File: config.mk
export PLATFORM = sky130hd
export DESIGN_NAME = multicycle_control
export DESIGN_NICKNAME = d
export VERILOG_FILES = /design/src/rtl/riscv_ctrl_pkg.sv /design/src/rtl/mem_wait_watchdog.sv /design/src/rtl/multicycle_control.sv
export SDC_FILE = /design/constraint.sdc
export NUM_CORES = 1
export LEC_CHECK = 0
export ABC_CLOCK_PERIOD_IN_PS = 3080
export BUFFER_PORTS_ARGS = -buffer_cell sky130_fd_sc_hd__buf_4
export CAP_MARGIN = 20
export CORE_ASPECT_RATIO = 1.75
export CORE_MARGIN = 2
export CORE_UTILIZATION = 45
export CTS_CLUSTER_DIAMETER = 30
export DETAILED_ROUTE_END_ITERATION = 16
export GPL_TIMING_DRIVEN = 0
export PLACE_DENSITY = 0.71
export SLEW_MARGIN = 40
export SYNTH_ARGS = -nofsm -noshare
export SYNTH_HDL_FRONTEND = slang
export SYNTH_SLANG_ARGS = --single-unit
File: constraint.sdc
create_clock -name clk -period 3.08 [get_ports clk]
set_input_delay 0 -clock clk [delete_from_list [all_inputs] [get_ports clk]]
set_output_delay 0 -clock clk [all_outputs]
set_load 0.05 [all_outputs]
File: src/rtl/riscv_ctrl_pkg.sv
// Shared constants and state encoding for the multi-cycle RV32I controller.
package riscv_ctrl_pkg;

    localparam logic [6:0] OP_R   = 7'b0110011;
    localparam logic [6:0] OP_I   = 7'b0010011;
    localparam logic [6:0] OP_LW  = 7'b0000011;
    localparam logic [6:0] OP_SW  = 7'b0100011;
    localparam logic [6:0] OP_BEQ = 7'b1100011;

    localparam logic [1:0] ALUOP_ADD   = 2'b00;
    localparam logic [1:0] ALUOP_SUB   = 2'b01;
    localparam logic [1:0] ALUOP_FUNCT = 2'b10;

    localparam logic [1:0] SRCA_PC    = 2'b00;
    localparam logic [1:0] SRCA_REG   = 2'b01;
    localparam logic [1:0] SRCA_OLDPC = 2'b10;

    localparam logic [1:0] SRCB_REG  = 2'b00;
    localparam logic [1:0] SRCB_FOUR = 2'b01;
    localparam logic [1:0] SRCB_IMM  = 2'b10;

    typedef enum logic [3:0] {
        ST_FETCH    = 4'd0,
        ST_DECODE   = 4'd1,
        ST_MEM_ADDR = 4'd2,
        ST_MEM_RD   = 4'd3,
        ST_MEM_WB   = 4'd4,
        ST_MEM_WR   = 4'd5,
        ST_EXEC_R   = 4'd6,
        ST_EXEC_I   = 4'd7,
        ST_ALU_WB   = 4'd8,
        ST_BEQ      = 4'd9,
        ST_FAULT    = 4'd10
    } state_t;

    // States that wait on mem_ready and are guarded by the watchdog.
    function automatic logic is_mem_state(input state_t s);
        return (s == ST_FETCH) || (s == ST_MEM_RD) || (s == ST_MEM_WR);
    endfunction

endpackage

File: src/rtl/mem_wait_watchdog.sv
// Saturating wait counter for memory accesses; flags a timeout when the
// count reaches MEM_TIMEOUT with no ready (MEM_TIMEOUT=0 disables it).
module mem_wait_watchdog #(
    parameter int MEM_TIMEOUT = 16,
    parameter int CNT_W       = 5
) (
    input  logic clk,
    input  logic reset,
    input  logic enable,
    input  logic clear,
    input  logic ready,
    output logic timeout
);

    localparam logic [CNT_W-1:0] LIMIT_C = CNT_W'(MEM_TIMEOUT);
    localparam logic [CNT_W-1:0] MAX_C   = {CNT_W{1'b1}};

    logic [CNT_W-1:0] cnt_r;

    // Wait counter: cleared on entry, counts unready cycles, saturates.
    always_ff @(posedge clk) begin
        if (reset) begin
            cnt_r <= {CNT_W{1'b0}};
        end else if (clear) begin
            cnt_r <= {CNT_W{1'b0}};
        end else if (enable && !ready && (cnt_r != MAX_C)) begin
            cnt_r <= cnt_r + {{(CNT_W-1){1'b0}}, 1'b1};
        end else begin
            cnt_r <= cnt_r;
        end
    end

    assign timeout = (MEM_TIMEOUT != 0) && enable && !ready && (cnt_r == LIMIT_C);

endmodule

File: src/rtl/multicycle_control.sv
// Multi-cycle RV32I control FSM with memory handshake, watchdog and sticky
// fault. Define MULTICYCLE_PERF_EN to add the instret retired-instruction counter.
module multicycle_control
    import riscv_ctrl_pkg::*;
#(
    parameter int MEM_TIMEOUT = 16,
    parameter int CNT_W       = 5
) (
    input  logic       clk,
    input  logic       reset,
    input  logic [6:0] opcode,
    input  logic       zero,
    input  logic       mem_ready,
    output logic       pc_write,
    output logic       branch,
    output logic       ir_write,
    output logic       iord,
    output logic       mem_read,
    output logic       mem_write,
    output logic       mem_to_reg,
    output logic       reg_write,
    output logic [1:0] alu_src_a,
    output logic [1:0] alu_src_b,
    output logic [1:0] alu_op,
    output logic       pc_source,
    output logic       fault,
    output logic [3:0] state_o
`ifdef MULTICYCLE_PERF_EN
    ,
    output logic [31:0] instret
`endif
);

    state_t state_r;
    state_t next_state_s;
    logic   wd_timeout_s;
    logic   wd_clear_s;

    // The zero flag only qualifies branch in the datapath, not the sequencing.
    logic   zero_unused_s;
    assign zero_unused_s = zero;

    assign wd_clear_s = is_mem_state(next_state_s) && (next_state_s != state_r);

    mem_wait_watchdog #(
        .MEM_TIMEOUT (MEM_TIMEOUT),
        .CNT_W       (CNT_W)
    ) u_watchdog (
        .clk     (clk),
        .reset   (reset),
        .enable  (is_mem_state(state_r)),
        .clear   (wd_clear_s),
        .ready   (mem_ready),
        .timeout (wd_timeout_s)
    );

    // State register.
    always_ff @(posedge clk) begin
        if (reset) begin
            state_r <= ST_FETCH;
        end else begin
            state_r <= next_state_s;
        end
    end

    // Next-state decode; ready beats timeout in the same cycle.
    always_comb begin
        next_state_s = state_r;
        case (state_r)
            ST_FETCH: begin
                if (mem_ready)         next_state_s = ST_DECODE;
                else if (wd_timeout_s) next_state_s = ST_FAULT;
                else                   next_state_s = ST_FETCH;
            end
            ST_DECODE: begin
                case (opcode)
                    OP_LW, OP_SW: next_state_s = ST_MEM_ADDR;
                    OP_R:         next_state_s = ST_EXEC_R;
                    OP_I:         next_state_s = ST_EXEC_I;
                    OP_BEQ:       next_state_s = ST_BEQ;
                    default:      next_state_s = ST_FAULT;
                endcase
            end
            ST_MEM_ADDR: begin
                if (opcode == OP_LW)      next_state_s = ST_MEM_RD;
                else if (opcode == OP_SW) next_state_s = ST_MEM_WR;
                else                      next_state_s = ST_FAULT;
            end
            ST_MEM_RD: begin
                if (mem_ready)         next_state_s = ST_MEM_WB;
                else if (wd_timeout_s) next_state_s = ST_FAULT;
                else                   next_state_s = ST_MEM_RD;
            end
            ST_MEM_WR: begin
                if (mem_ready)         next_state_s = ST_FETCH;
                else if (wd_timeout_s) next_state_s = ST_FAULT;
                else                   next_state_s = ST_MEM_WR;
            end
            ST_MEM_WB, ST_ALU_WB, ST_BEQ: next_state_s = ST_FETCH;
            ST_EXEC_R, ST_EXEC_I:         next_state_s = ST_ALU_WB;
            ST_FAULT:                     next_state_s = ST_FAULT;
            default:                      next_state_s = ST_FAULT;
        endcase
    end

    // Output decode; strobes are forced low while reset is held.
    always_comb begin
        pc_write   = 1'b0;
        branch     = 1'b0;
        ir_write   = 1'b0;
        iord       = 1'b0;
        mem_read   = 1'b0;
        mem_write  = 1'b0;
        mem_to_reg = 1'b0;
        reg_write  = 1'b0;
        alu_src_a  = SRCA_PC;
        alu_src_b  = SRCB_REG;
        alu_op     = ALUOP_ADD;
        pc_source  = 1'b0;
        case (state_r)
            ST_FETCH: begin
                mem_read  = 1'b1;
                alu_src_b = SRCB_FOUR;
                ir_write  = mem_ready;
                pc_write  = mem_ready;
            end
            ST_DECODE: begin
                alu_src_a = SRCA_OLDPC;
                alu_src_b = SRCB_IMM;
            end
            ST_MEM_ADDR: begin
                alu_src_a = SRCA_REG;
                alu_src_b = SRCB_IMM;
            end
            ST_MEM_RD: begin
                mem_read = 1'b1;
                iord     = 1'b1;
            end
            ST_MEM_WB: begin
                reg_write  = 1'b1;
                mem_to_reg = 1'b1;
            end
            ST_MEM_WR: begin
                mem_write = 1'b1;
                iord      = 1'b1;
            end
            ST_EXEC_R: begin
                alu_src_a = SRCA_REG;
                alu_op    = ALUOP_FUNCT;
            end
            ST_EXEC_I: begin
                alu_src_a = SRCA_REG;
                alu_src_b = SRCB_IMM;
                alu_op    = ALUOP_FUNCT;
            end
            ST_ALU_WB: begin
                reg_write = 1'b1;
            end
            ST_BEQ: begin
                alu_src_a = SRCA_REG;
                alu_op    = ALUOP_SUB;
                branch    = 1'b1;
                pc_source = 1'b1;
            end
            default: begin
                pc_write = 1'b0;
            end
        endcase
        pc_write  = pc_write  & ~reset;
        branch    = branch    & ~reset;
        ir_write  = ir_write  & ~reset;
        mem_read  = mem_read  & ~reset;
        mem_write = mem_write & ~reset;
        reg_write = reg_write & ~reset;
    end

    assign fault   = (state_r == ST_FAULT);
    assign state_o = state_r;

`ifdef MULTICYCLE_PERF_EN
    logic retire_s;
    assign retire_s = (next_state_s == ST_FETCH) &&
                      ((state_r == ST_MEM_WB) || (state_r == ST_MEM_WR) ||
                       (state_r == ST_ALU_WB) || (state_r == ST_BEQ));

    // Retired-instruction counter, wraps naturally at 2^32.
    always_ff @(posedge clk) begin
        if (reset) begin
            instret <= 32'd0;
        end else if (retire_s) begin
            instret <= instret + 32'd1;
        end else begin
            instret <= instret;
        end
    end
`endif

endmodule

# Yosys cells after proc, flatten, opt, wreduce, memory -nomap -nowiden
# Cells that the tools add are included.
# W data, S select, Z words.
# op_classes
n_eq_ne	20
muxes	20
n_bitwise	6
add_sub_neg	1
n_reduce_logical	20
# ops
operator	n
$mux W4	8
$pmux W4 S7	1
$eq A4 B3 Y1 const B	5
$pmux W4 S4	1
$eq A7 B6 Y1 const B	2
$eq A4 B2 Y1 const B	3
$eq A4 B4 Y1 const B	3
$pmux W2 S2	3
$reduce_or A2 Y1	6
$logic_not A4 Y1	2
$eq A7 B2 Y1 const B	1
$eq A7 B5 Y1 const B	1
$eq A7 B7 Y1 const B	1
$mux W1	7
$reduce_or A3 Y1	2
$add A5 B1 Y5 const B	1
$and A1 B1 Y1	5
$eq A5 B5 Y1 const B	1
$ne A5 B5 Y1 const B	1
$eq A4 B1 Y1 const B	1
$logic_and A1 B1 Y1	4
$logic_or A1 B1 Y1	4
$ne A4 B4 Y1	1
$reduce_or A4 Y1	1
2 further kinds	2
# word_totals
reg_bits	9

# Logic depth before layout (Yosys ltp)
# depth
ltp_word	13
depth_mapped	9
depth_no_buf	9

# Modules after synthesis
# Synthesis repeated with hierarchy kept, for this count alone.
# unflattened
cells_unflattened	116
hier_area_um2	935.9
# by_module_without_submodules
module	seq_area_each_um2	instances	cells_each	area_each_um2
multicycle_control	80.1	1	85	644.4
mem_wait_watchdog	100.1	1	31	291.5

# Worst setup path before layout
# OpenSTA, ideal clock, no wires.
# synth_timing
path_type	register to output
startpoint	reg state_r[3] (netlist: state_o[3])
endpoint	out reg_write
arrival_time_ns	3.646
required_ns	3.080
path_slack_ns	-0.566
path_buffers	1
path_stages_with_launch	4
cell_sequence	dfxtp_1 > buf_2 > nand2b_1 > a2111oi_0
# synth_via
elab_chain_cells	4
# synth_lines
item	line_no	rtl
start: declaration	multicycle_control.sv:34	state_t state_r;
start signal: assignment	multicycle_control.sv:62	state_r <= next_state_s;
$eq A4 B4 Y1 or $eq A4 B3 Y1 (tied branches)	multicycle_control.sv:120	case (state_r)
$reduce_or A2 Y1 (no source line) (*)	-	
$mux W1 (*)	multicycle_control.sv:120	
$and A1 B1 Y1 (*)	multicycle_control.sv:174	reg_write = reg_write & ~reset;
end: declaration	multicycle_control.sv:21	output logic reg_write,
# Mark *: on every way between the ends. The rest lies on a longest branch, timed or not.

# Worst setup path in the final report
# layout_timing
startpoint	reg u_watchdog.cnt_r[1]
endpoint	reg u_watchdog.cnt_r[4]
# layout_via
elab_chain_cells	10
# layout_lines
item	line_no	rtl
start: declaration	mem_wait_watchdog.sv:18	logic [CNT_W-1:0] cnt_r;
start signal: assignment	mem_wait_watchdog.sv:23	cnt_r <= {CNT_W{1'b0}};
start signal: assignment	mem_wait_watchdog.sv:25	cnt_r <= {CNT_W{1'b0}};
start signal: assignment	mem_wait_watchdog.sv:27	cnt_r <= cnt_r + {{(CNT_W-1){1'b0}}, 1'b1};
$eq A5 B5 Y1	mem_wait_watchdog.sv:33	assign timeout = (MEM_TIMEOUT != 0) && enable && !ready && (cnt_r == LIMIT_C);
$logic_and A1 B1 Y1	mem_wait_watchdog.sv:33	
$mux W4 (on tied branches)	multicycle_control.sv:96, multicycle_control.sv:72, multicycle_control.sv:91	
$mux W4 (on tied branches)	multicycle_control.sv:95, multicycle_control.sv:71, multicycle_control.sv:90	
$pmux W4 S7	multicycle_control.sv:69	case (state_r)
$eq A4 B2 Y1 or $logic_not A4 Y1 (tied branches)	riscv_ctrl_pkg.sv:38	return (s == ST_FETCH) || (s == ST_MEM_RD) || (s == ST_MEM_WR);
$logic_or A1 B1 Y1 (2 in series)	riscv_ctrl_pkg.sv:38	
$logic_and A1 B1 Y1	multicycle_control.sv:43	assign wd_clear_s = is_mem_state(next_state_s) && (next_state_s != state_r);
$reduce_or A2 Y1 (no source line)	-	
# Several ways; a longest one is shown, not always the timed one.
# A chain may end at the register's enable or synchronous reset.

==> results <==
- The die is 40.9 um wide.
- The number of different library cells used by synthesis comes to 50.
- The area of the die is 2800 um^2.
- The post-synthesis share of cell area spent on xor and xnor gates is 0.0409.
- In the synthesized netlist the dominant register cell turns out to be sky130_fd_sc_hd__dfxtp_1.
- The pin count of the biggest net entering global routing is 11.
- The die is 68.5 um tall.
- The number of enable-type register cells in the synthesized netlist is 0.
- The later pin in the worst-skew pair is clocked with a latency of roughly 0.24 ns.
- The number of antenna diodes in the final layout is 0.
- The total routing resource utilization after global routing is 0.242.
- The maximum fanout encountered on the critical timing path is 7.
- The root buffer selected by CTS is sky130_fd_sc_hd__clkbuf_8.
- Summing over every cut layer, the via total after detailed routing is about 1200.
- The number of gates resized after CTS was 0.
- At the end of the flow, the number of nets in the layout was 190.
- The global-route congestion overflow total is 0.
- The leading area contributor after synthesis is sky130_fd_sc_hd__dfxtp_1.
- The worst min-delay path startpoint is reset.
- Synthesis produced 142 cells.
- The worst IR drop on VDD is between 0.3 and 0.4 mV.
- TritonCTS built the clock tree.
- The count of cells along the worst hold path is 3.
- The critical path required time is ~3.2 ns.
- The floorplan has 23 rows.
- Counting cells, the worst reg-to-reg path comes to 9.
- The initial antenna violation count was 0.
- The number of max-slew violations in the final report is 0.
- The total negative slack is 0 ns.
- Subtracting the final worst setup slack from the clock period gives between 2 and 2.5 ns.
- The highest clock frequency the design can meet is between 400 and 500 MHz.
- The startpoint identified for the worst register-to-register timing path is u_watchdog.cnt_r[1]$_SDFFE_PP0P_.
- For this run, the share of the core covered by cells in the final layout is 0.601.
- Clock tree synthesis found a total of 9 sinks.
- In the routed layout, each cell is associated on average with a via count of 6.13.
- Summed over all layers, the routed wires come to 3090 um.
- The I/O pin count is 31.
- The fraction of final layout cells with drive strength greater than 1 is 0.274.
- Yosys printed 0 warnings.
- The adder-cell area share of the yosys netlist is 0.0350.
- The total iterations of the first detailed-routing run is 4.
- The tightest hold path in the finished design has a slack of 0.130 ns.
- CTS built an H-tree with a depth of 1.
- For this configuration, the core starts out at a cell density of 0.471.
- For the pin with the worst max-slew slack, the measured transition is just under 0.5 ns.
- The portion of the clock cycle consumed by the worst path in the final layout is 0.738.
- The launching element type of the critical path is a flop.
- The global-route wire length before repair is 4710 um.
- The count of port buffers added during placement is 29.
- The number of setup buffers added after CTS is 0.
- The core region is 2270 um^2.
- The number of global-route vias before repair is roughly 1100.
- Setup repair after global routing left no endpoint under its margin.
- The share of synthesized area spent on multiplexers is 0.0397.
- The share of the synthesized area in the top cell type is 0.168.
- Dividing the detail-routed wire length by the instance count gives approximately 15 um.
- The flow ran to the end, and the final reports show no timing, DRC or antenna violations.
- The clock edge transition at the registers on the reported setup and hold paths is approximately 0.05 ns.
- The critical path in this run is classified as flop to flop.
- The number of buffers between clock root and the deepest sink is 2.
- The endpoint identified for the worst register-to-register timing path is u_watchdog.cnt_r[4]$_SDFFE_PP0P_.
- The number of nets still failing antenna checks after routing is 0.
- Buffers inserted during clock tree synthesis total 3.
- The endpoint with the worst hold slack is u_watchdog.cnt_r[3]$_SDFFE_PP0P_.
- The simple logic cell fraction of the synthesized area is 0.375.
- Clock skew on the completed layout was measured at between 0.003 and 0.004 ns.
- By area, the combinational part of the netlist is dominated by simple AND/OR/NAND/NOR gates.
- The HPWL after detailed placement is roughly 2500 um.
- Compared with the post-synthesis result, the final layout area differs by 27.6%.
- The top cell types in the final layout, fill and taps aside, are sky130_fd_sc_hd__buf_4, sky130_fd_sc_hd__nor2_1, sky130_fd_sc_hd__nand2_1, sky130_fd_sc_hd__nor3_1, sky130_fd_sc_hd__dfxtp_1.
- The average footprint of a synthesized cell is 7.54 um^2.
- The final number of hold-violating endpoints came to 0.
- By area the synthesized netlist is led by sky130_fd_sc_hd__dfxtp_1, sky130_fd_sc_hd__nor2_1, sky130_fd_sc_hd__nor3_1.
- The leading cell type in the layout, fill and taps excluded is sky130_fd_sc_hd__buf_4.
- In this run, the number of DRC markers left after iteration 0 of detailed routing was 31.
- The class of the tightest hold or removal check is input port to flop.
- After synthesis, the share of flip-flops with an asynchronous set or reset is 0.
- After clock tree synthesis, the flow added hold-fix buffers numbering 0.
- The critical path capture point type is a flop.
- The global placer's final weighted congestion is between 0.7 and 0.8.
- In the routed design, unresolved DRC markers number 0.
- Data arrives at the worst endpoint at 2.38 ns.
- Max-cap violations in this run came to 0.
- Setup violations remaining at the end of the flow were counted as 0.
- Headroom to the max-slew limit came out at 0.676.
- The number of nets in the synthesized netlist is 156.
- The number of flip-flops and latches in the synthesized netlist is 9.
- The completed layout was analyzed and its total power is 0.737 mW.
- The sequential element share of the synthesized area is 0.168.
- Setup slack on the worst reg-to-reg path comes out at slightly above 0.8 ns.
- Summed over all cells, the static leakage comes to just under 0.6 nW.
- The fraction of the mapped netlist area in compound gates was 0.257.
- The combined area of all synthesized cells is 1070 um^2.
- The power density over the cells is 539 nW/um^2.
- Counting the fill cells in the layout gives 215.
==> sequential cells by signal, indices dropped and copies added, names as in the netlist <==
name / cells
state_o: 4
u_watchdog.cnt_r: 5
==> worst max-delay path, cell delays in order, from the launching register on <==
cell and delay (ns):
sky130_fd_sc_hd__dfxtp_1 0.37, sky130_fd_sc_hd__ha_1 0.19, sky130_fd_sc_hd__and3_1 0.16, sky130_fd_sc_hd__ha_1 0.17
sky130_fd_sc_hd__and4bb_1 0.23, sky130_fd_sc_hd__a22oi_2 0.34, sky130_fd_sc_hd__mux2i_1 0.34, sky130_fd_sc_hd__nor2_1 0.07
sky130_fd_sc_hd__a22oi_1 0.19, sky130_fd_sc_hd__o31ai_1 0.09
==> worst max-delay path by stage <==
stage                                      from                               end  slack (ns)  cells after the start
2_1_floorplan             state_o[1]$_SDFF_PP0_                          pc_write       0.002                      5
3_3_place_gp   u_watchdog.cnt_r[1]$_SDFFE_PP0P_  u_watchdog.cnt_r[4]$_SDFFE_PP0P_        0.88                      9
3_5_place_dp   u_watchdog.cnt_r[1]$_SDFFE_PP0P_  u_watchdog.cnt_r[4]$_SDFFE_PP0P_        0.81                      9
4_1_cts        u_watchdog.cnt_r[1]$_SDFFE_PP0P_  u_watchdog.cnt_r[4]$_SDFFE_PP0P_        0.81                      9
5_1_grt        u_watchdog.cnt_r[1]$_SDFFE_PP0P_  u_watchdog.cnt_r[1]$_SDFFE_PP0P_        0.62                      9
6_report       u_watchdog.cnt_r[1]$_SDFFE_PP0P_  u_watchdog.cnt_r[4]$_SDFFE_PP0P_        0.81                      9
==> synth_stat cells (3+ instances only) <==
cell type                  instances
sky130_fd_sc_hd__nand2b_1          4
sky130_fd_sc_hd__a21oi_1           6
sky130_fd_sc_hd__buf_6             3
sky130_fd_sc_hd__o31ai_1           5
sky130_fd_sc_hd__a22oi_1           3
sky130_fd_sc_hd__clkbuf_1          4
sky130_fd_sc_hd__buf_2             3
sky130_fd_sc_hd__nor3b_1           3
sky130_fd_sc_hd__nor3_1            9
sky130_fd_sc_hd__xnor2_1           3
sky130_fd_sc_hd__nor4_1            4
sky130_fd_sc_hd__and3_1            4
sky130_fd_sc_hd__nand3_1           5
sky130_fd_sc_hd__nand2_1           9
sky130_fd_sc_hd__o21ai_0           7
sky130_fd_sc_hd__dfxtp_1           9
sky130_fd_sc_hd__nor2_1           16
sky130_fd_sc_hd__ha_1              3
sky130_fd_sc_hd__inv_1             5
==> cell type report <==
type / count / area (um^2) / area share
well taps: 25 / 31.3 / 0.0229
repair buffers: 29 / 218 / 0.159
inverters: 5 / 18.8 / 0.0137
plain buffers: 11 / 71.3 / 0.0522
flip-flops and latches: 9 / 180 / 0.132
multi-input cells: 117 / 802 / 0.587
clock buffers: 4 / 45.0 / 0.0330
==> power breakdown <==
group / total [mW] / switching (mW) / internal [mW]
sequential: 0.150 / 0.0167 / 0.133
combinational: 0.447 / 0.291 / 0.156
clock: 0.140 / 0.0499 / 0.0904
total: 0.737 / 0.358 / 0.379
==> per-layer routing <==
layer / track usage / share of wire
met1: 0.243 / 0.38
met2: 0.430 / 0.56
met3: 0.0417 / 0.036
met4: 0.142 / 0.029
met5: 0 / 0
==> stage by stage <==
step / area (um^2) / setup WS [ns] / std cells
floorplan: 1070 / 0.00203 / 142
global placement: 1320 / 0.878 / 196
detailed placement: 1320 / 0.814 / 196
CTS: 1370 / 0.806 / 200
global route: 1370 / 0.616 / 200
finish: 1370 / 0.807 / 200
==> cells by family (layout without fill, tap and decap cells) <==
family,Yosys count,in the layout
buf+inv,16,49
fa+ha+maj,3,3
compound gates,37,37
mux,3,3
simple gates,69,69
flops,9,9
xor+xnor,5,5
No activity file was read; power rests on OpenSTA's default activity.
